==> src/rtl/cntr.sv <==
// Frame bit counter for the USRT transmitter.
// Walks start, data, optional parity and stop bit positions, one per en_usrt rising edge while RTS allows.
module cntr #(
    parameter int DATA_BITS = 8
) (
    input  logic       clk,
    input  logic       rst,
    input  logic       START,
    input  logic       par_en,
    input  logic       en_usrt,
    input  logic       RTS,
    output logic       max,
    output logic [5:0] cout
);
    typedef enum logic {IDLE, RUN} StateT;

    localparam logic [5:0] LastBase = 6'(DATA_BITS + 1);

    StateT      r_state;
    StateT      w_stateNext;
    logic       r_enQ;
    logic       r_parQ;
    logic [5:0] r_cout;
    logic [5:0] w_coutNext;
    logic [5:0] w_last;
    logic       w_tick;
    logic       w_atLast;

    // One tick per en_usrt rising edge, however long the high phase lasts.
    assign w_tick   = en_usrt & ~r_enQ;
    assign w_last   = LastBase + {5'd0, r_parQ};
    assign w_atLast = (r_cout == w_last);

    always_ff @(posedge clk) begin
        if (rst) begin
            r_state <= IDLE;
            r_cout  <= '0;
            r_enQ   <= 1'b0;
            r_parQ  <= 1'b0;
        end else begin
            r_state <= w_stateNext;
            r_cout  <= w_coutNext;
            r_enQ   <= en_usrt;
            if (r_state == IDLE && START) begin
                r_parQ <= par_en;
            end
        end
    end

    always_comb begin
        w_stateNext = r_state;
        w_coutNext  = r_cout;
        case (r_state)
            IDLE: begin
                w_coutNext = '0;
                if (START) begin
                    w_stateNext = RUN;
                end
            end
            RUN: begin
                if (w_tick && RTS) begin
                    if (w_atLast) begin
                        w_coutNext  = '0;
                        w_stateNext = IDLE;
                    end else begin
                        w_coutNext = r_cout + 6'd1;
                    end
                end
            end
        endcase
    end

    // Outputs decode registered state only; no input reaches them combinationally.
    always_comb begin
        max  = (r_state == RUN) && w_atLast;
        cout = r_cout;
    end
endmodule

==> config.mk <==
export PLATFORM = sky130hd
export DESIGN_NAME = cntr
export DESIGN_NICKNAME = d
export VERILOG_FILES = /design/src/rtl/cntr.sv
export SDC_FILE = /design/constraint.sdc
export NUM_CORES = 1
export LEC_CHECK = 0
export CORE_AREA = 8 8 45 47
export CTS_BUF_LIST = sky130_fd_sc_hd__clkbuf_8
export DETAILED_ROUTE_END_ITERATION = 7
export DIE_AREA = 0 0 53 55
export PLACE_DENSITY = 0.63
export REMOVE_ABC_BUFFERS = 1
export SETUP_SLACK_MARGIN = 0.05
export SLEW_MARGIN = 20
export SYNTH_ARGS = -nofsm -noshare
export SYNTH_HDL_FRONTEND = slang
export SYNTH_SLANG_ARGS = --single-unit
==> constraint.sdc <==
create_clock -name clk -period 1.8 [get_ports clk]
set_input_delay 0.36 -clock clk [delete_from_list [all_inputs] [get_ports clk]]
set_output_delay 0.36 -clock clk [all_outputs]
set_load 0.02 [all_outputs]
Yosys cells after proc, flatten, opt, wreduce, memory -nomap -nowiden
Index checks and enable logic that the tools add are counted.
{"block": "word_totals", "register_bits": 9, "latch_bits": 0, "mem_bits_rw": 0, "mem_bits_ro": 0, "inputBits": 6, "out_inout_bits": 7, "memories": 0}
{"block": "classes", "addsub": 2, "multipliers": 0, "n_div": 0, "magnitude_cmp": 0, "eq_ne": 2, "n_shift": 0, "muxes": 7, "bitwise_logic": 3, "reduce_logical": 3}
{"cell": "$mux W6", "count": 2}
{"cell": "$pmux W6 S2", "count": 1}
{"cell": "$add A6 B1 Y6 const B", "count": 1}
{"cell": "$eq A6 B5 Y1", "count": 1}
{"cell": "$add A4 B1 Y5 const A", "count": 1}
{"cell": "$logic_and A1 B1 Y1", "count": 3}
{"cell": "$mux W1", "count": 3}
{"cell": "$ne A2 B1 Y1 const B", "count": 1}
{"cell": "$not A1 Y1", "count": 2}
{"cell": "$pmux W1 S2", "count": 1}
{"cell": "$and A1 B1 Y1", "count": 1}

Depth between registers and ports, before layout
Gate-level depths: netlist of run 1.
{"block": "depth", "word_depth": 5, "depth_mapped": 4, "ltp_nobuf": 4}

Worst setup path before layout of run 1
Ideal clock, no wire load.
{"block": "synth_path", "path_kind": "flip-flop to output port", "startpoint": "reg r_cout[3], in the netlist cout[3]", "endpoint": "out max", "t_arrival_ps": 1409, "setup_slack_ps": 31, "stages_incl_launch_ff": 4, "path_cell_list": "dfxtp_1 -> or4b_4 -> a21oi_4 -> and2_1"}
{"block": "synth_between", "elab_chain_len": 2}
{"element": "start, declared", "line": "23", "text": "logic [5:0] r_cout;"}
{"element": "start signal, assigned", "line": "42", "text": "r_cout <= w_coutNext;"}
{"element": "$eq A6 B5 Y1", "line": "32", "text": "assign w_atLast = (r_cout == w_last);"}
{"element": "$logic_and A1 B1 Y1", "line": "75", "text": "max = (r_state == RUN) && w_atLast;"}
{"element": "end, declared", "line": "12", "text": "output logic max,"}
Every way passes these cells.

Final worst setup path of run 1
{"block": "layout_path", "startpoint": "reg r_cout[5], in the netlist cout[5]", "endpoint": "out max"}
The elaborated chain is that of the path after synthesis.

==> results.yml, run 1 <==
status:
  status: "finished with violations"
  violations: "negative setup slack"
routing:
  routed_wl_um: 1070
  drc: 0
  ant_nets: 0
  vias: 423
  wire_per_inst_um: 12.2
  dr.pass1.iters: 4
  avgViaCountPerCell: 4.86
  drtIter0Drc: 19
grt:
  grt_pass1_wl_um: 1750
  grt_pass1_vias: 424
  antenna_found_initial: 0
  grt-ovfl-total: 0
  grt_usage: 0.0827
  grt_max_degree: 8
layout:
  nNetsFinal: 79
  num_antenna_cells: 0
  post-route-util: 0.502
  final_cells: 87
  drive_gt1_frac: 0.254
  area_growth_pct: 55.9
pwr:
  p_seq_frac: 0.438
  leakage_nw: 0.266
  internal_power_mw: 0.375
  power.density_nw_per_um2: 687
  p_comb_frac: 0.077
  swShare: 0.214
  p_clk_frac: 0.486
  switchingPower_mw: 0.102
  finalPower_mw: 0.477
  peakVddDrop_mv: 0.334
floorplanning:
  fp.dieW_um: 53
  start_util: 0.322
  rows: 14
  die_y_um: 55
  core_um2: 1380
  ioPinCount: 13
  dieArea_um2: 2920
cts:
  cts_htree_levels: 1
  cts_buffers: 3
  cts_hold_buf: 0
  clock_path_buffers: 2
  clk_latency_ns: 0.24
  clk_pin_slew_ns: 0.04
  cts_sinks: 9
  cts_tree: "yes"
  clock-root-buffer: "clkbuf_8"
critical_path:
  crit_arrival_ns: 1.46
  crit_chain: "or4b_4 > a21oi_4 > and2_4 > buf_6"
  cpMaxStageDelayCell: "or4b_4"
  required_ns: 1.44
  critPathKind: "reg -> out"
  cp-start-kind: "flop"
  critPathCaptureType: "output pin"
  cp.buffers_inverters: 1
  crit_family: "simple AND/OR/NAND/NOR gates"
  max_stage_delay_ns: 0.54
  path_max_fanout: 2
synth:
  synth_top_cell_area_share: 0.404
  yosysUniqueCellTypes: 24
  yosysWarnings: 0
  avgSynthCellArea_um2: 9.48
  synthCells: 47
  seq_area_frac_synth: 0.404
  synth_area_leaders: "dfxtp_1, nor2_1, nand2_1, xnor2_1, a21oi_4"
  ys_seq_elements: 9
  synth_area_leader_cell: "dfxtp_1"
  synthesis.area_um2: 445
job:
  drv_cap: 0
sta:
  max_clock_freq_mhz: 549
  setup_viol: 1
  tightest_slew_ns: 0.261
  rsz0062_at_grt: "yes"
  finClkSkew_ns: 0.00530
  drv_slew: 0
  finalCritPeriodShare: 1.01
  fin_ws_ns: -0.0221
  fin_tns_setup_ns: -0.0221
  period_minus_slack_ns: 1.82
  finalHoldViolCount: 0
  slew-limit-headroom: 0.825
hold_path:
  hold_path_class: "reg -> reg"
placed_design:
  io_buffers: 12
  dp_hpwl_um: 841
  pre_cts_ws_ns: -0.254
  dp.cells: 83
  place_congestion: 0.805
[routing by layer]
metal,GRT usage,part of all wire
met5,0,0
met4,0.0647,0.025
met3,0.0267,0.085
met2,0.135,0.49
met1,0.0872,0.40
[cells in the final DEF, fill, tap and decap left out]
master and count:
nand2_1 5, nand3b_2 1, nand2b_1 1, nand3_1 2, buf_6 1, a311oi_1 1, or3_1 2, a21oi_4 1
inv_1 1, buf_4 8, dfxtp_1 9, clkdlybuf4s50_1 11, and3b_1 1, xor2_1 1, clkbuf_8 3, and2_4 1
a2bb2oi_2 1, a21o_2 1, or4b_4 1, mux2i_1 1, nand4_1 1, ha_1 1, or3b_1 1, nand3b_1 1
a211oi_1 1, nor2b_1 2, nor2_1 6, xnor2_1 2, a21oi_1 3
[Yosys cell counts (all sizes together)]
library cell,instances
xor2,1
ha,1
dfxtp,9
a311oi,1
nand2,5
nor2,6
nand3,2
nand4,1
nand3b,2
a21o,1
a21oi,4
and3b,1
or3b,1
or4b,1
nand2b,1
xnor2,2
or3,2
and2,1
a211oi,1
mux2i,1
a2bb2oi,1
nor2b,2
[metrics by stage]
step	hold WS, ns	instance area, um^2
3_3_place_gp	0.575	646
4_1_cts	0.597	694
5_1_grt	0.626	694
2_1_floorplan	0.432	445
6_report	0.594	694
3_5_place_dp	0.591	646
[worst register-to-register path: stages, from the launching register on]
cell and delay (ns):
dfxtp_1 0.30, or4b_4 0.54, a21oi_4 0.13, buf_4 0.15, a2bb2oi_2 0.13, nor2_1 0.04
[sequential cells by signal (all words and copies together), names as in the netlist]
register / flops
cout: 6
r_enQ: 1
r_parQ: 1
r_state: 1
[worst paths after layout]
kind / slack, ns / endpoint / from / cells past startpoint
max: -0.02 / max / cout[5] / 4
min: 0.59 / r_state / r_state / 2
max reg2reg: 0.40 / cout[1] / cout[5] / 5
min reg2reg: 0.59 / r_state / r_state / 2
[layout make-up]
class,count,area (um^2)
tap,16,20.0
fill,141,689
multi-input combinational,38,268
clock inverter,1,3.75
timing repair buffer,20,181
sequential,9,180
clock buffer,3,41.3
[power groups by stage]
stage          clock network [mW]  registers [mW]  logic, mW
2_1_floorplan                   0           0.213     0.0155
3_3_place_gp                    0           0.212     0.0362
3_5_place_dp                    0           0.212     0.0367
4_1_cts                     0.233           0.209     0.0368
5_1_grt                     0.244           0.209     0.0402
6_report                    0.232           0.209     0.0365
[logic make-up (layout without fill, tap and decap cells)]
logic type / after synthesis / count (layout) / share of synthesized area
fa+ha+maj: 1 / 1 / 0.0281
simple gates: 25 / 25 / 0.326
mux: 1 / 1 / 0.0225
flops: 9 / 9 / 0.404
xor+xnor: 3 / 3 / 0.0590
compound gates: 8 / 8 / 0.160
buf+inv: 0 / 24 / 0
[what timing repair did]
| item | in CTS | in global routing |
|---|---|---|
| setup buffers | 0 | 0 |
| gates resized for setup | 7 | 0 |
| endpoints found under the setup margin | 1 | 1 |
| hold endpoints to repair | 0 | 0 |
Power figures use the tool's default switching activity.
==> run 2, diff against run 1 <==
--- a/config.mk
+++ b/config.mk
@@ -5,11 +5,13 @@
 export SDC_FILE = /design/constraint.sdc
 export NUM_CORES = 1
 export LEC_CHECK = 0
+export ABC_CLOCK_PERIOD_IN_PS = 2400
 export CORE_AREA = 8 8 45 47
 export CTS_BUF_LIST = sky130_fd_sc_hd__clkbuf_8
 export DETAILED_ROUTE_END_ITERATION = 7
 export DIE_AREA = 0 0 53 55
 export PLACE_DENSITY = 0.63
+export RECOVER_POWER = 100
 export REMOVE_ABC_BUFFERS = 1
 export SETUP_SLACK_MARGIN = 0.05
 export SLEW_MARGIN = 20
==> constraint.sdc (replaced) <==
create_clock -name clk -period 2.4 [get_ports clk]
set_input_delay 0.48 -clock clk [delete_from_list [all_inputs] [get_ports clk]]
set_output_delay 0.48 -clock clk [all_outputs]
set_load 0.02 [all_outputs]
==> run 2 against run 1 <==
The run now ends clean. Clock power down 22%. Flip-flop and latch count unchanged. Total power down 24%. Clock skew down 0.0046 ns. Final cell count down 3.4%. Non-clock buffer count down 3. First-iteration DRC count down 68%. Routed wire length up 1.7%. Count of clock-buffer cells in the layout unchanged.
==> results.yml, run 2 (synthesis results as in run 1) <==
layout:
  drive_gt1_frac: 0.176
  final_cell_mix: "dfxtp_1, dlygate4sd3_1, nor2_1"
  num_antenna_cells: 0
  ff_latch_area_um2: 180
  multiInputGateArea_um2: 248
  largest_reg_flops: 6
  area_growth_pct: 46.1
  fillerInstances: 150
  final_common_cell: "dfxtp_1"
  nNetsFinal: 76
  design_area_um2: 651
placed_design:
  dp_hpwl_um: 820
  pre_cts_ws_ns: 0.197
  placed_area_um2: 623
  place_congestion: 0.740
  io_buffers: 12
floorplanning:
  core_um2: 1380
  start_util: 0.322
  ioPinCount: 13
  fp.dieW_um: 53
  dieArea_um2: 2920
  die_y_um: 55
  rows: 14
sta:
  fin_tns_setup_ns: 0
  setup_viol: 0
  drv_slew: 0
  fin_ws_ns: 0.208
  period_minus_slack_ns: 2.19
  whs_ns: 0.534
  tightest_slew_ns: 0.259
  finalCritPeriodShare: 0.913
  finalHoldViolCount: 0
  rsz0062_at_grt: "no"
  finClkSkew_ns: 0.000706
  slew-limit-headroom: 0.826
  max_clock_freq_mhz: 456
pwr:
  power.density_nw_per_um2: 555
  leakage_nw: 0.270
  finalPower_mw: 0.361
  peakVddDrop_mv: 0.304
grt:
  grt_pass1_vias: 359
  grt_usage: 0.0794
  grt-ovfl-total: 0
  antenna_found_initial: 0
  grt_max_degree: 8
  grt_pass1_wl_um: 1650
routing:
  wl_met2_um: 488
  avgViaCountPerCell: 4.79
  maxUsedRoutingLayer: "met4"
  vias: 402
  dr.pass1.iters: 4
  drtIter0Drc: 6
  ant_nets: 0
  met3_length_um: 78
  wire_per_inst_um: 12.9
  met1_length_um: 502
  routed_wl_um: 1080
  drc: 0
hold_path:
  hold_path_class: "reg -> reg"
  hold_path.startpoint: "r_parQ"
cts:
  clk_pin_slew_ns: 0.05
  cts_tree: "yes"
  clk_latency_ns: 0.24
  cts_sinks: 9
  cts_hold_buf: 0
  cts_htree_levels: 1
  cts_buffers: 3
  clock-root-buffer: "clkbuf_8"
  clock_path_buffers: 2
critical_path:
  cp-startpoint: "cout[5]"
  required_ns: 1.92
  crit_arrival_ns: 1.71
  r2r_start: "cout[5]"
  path_max_fanout: 3
  critPathCaptureType: "output pin"
  cp-start-kind: "flop"
  critPathKind: "reg -> out"
job:
  drv_cap: 0
status:
  status: "completed"
run 2: through the flow:
stage | util | cells
floorplan | - | 47
global placement | 0.450 | 80
detailed placement | 0.450 | 80
CTS | 0.483 | 84
global route | 0.470 | 84
finish | 0.470 | 84
run 2: final cells by class:
cell class                 count  area share
clock buffer                   3      0.0635
tap                           16      0.0308
sequential                     9       0.277
timing repair buffer          17       0.240
multi-input combinational     38       0.381
clock inverter                 1     0.00769
run 2: critical path, cell delays in order, from the launching register on:
cell	delay, ns
dfxtp_1	0.32
or4b_4	0.53
a21oi_1	0.16
and2_1	0.14
dlygate4sd2_1	0.33
run 2: where the power goes:
part | internal [mW] | switching [mW]
clock network | 0.114 | 0.0661
registers | 0.153 | 0.00321
logic | 0.0139 | 0.0108
run 2: per-layer routing:
metal  GRT usage  vias up
li1            -      212
met1      0.0902      176
met2       0.113       11
met3      0.0508        3
met4      0.0388        0
met5           0        -
run 2: timing repair:
action | 4_1_cts | 5_1_grt
setup buffers | 0 | 0
resized for setup | 1 | 0
endpoints found under the setup margin | 1 | 0
run 2: worst paths after layout:
path / end / slack [ns] / cells past startpoint
max reg2reg: cout[1] / 0.91 / 5
min reg2reg: r_parQ / 0.53 / 2
min: r_parQ / 0.53 / 2
max: max / 0.21 / 4
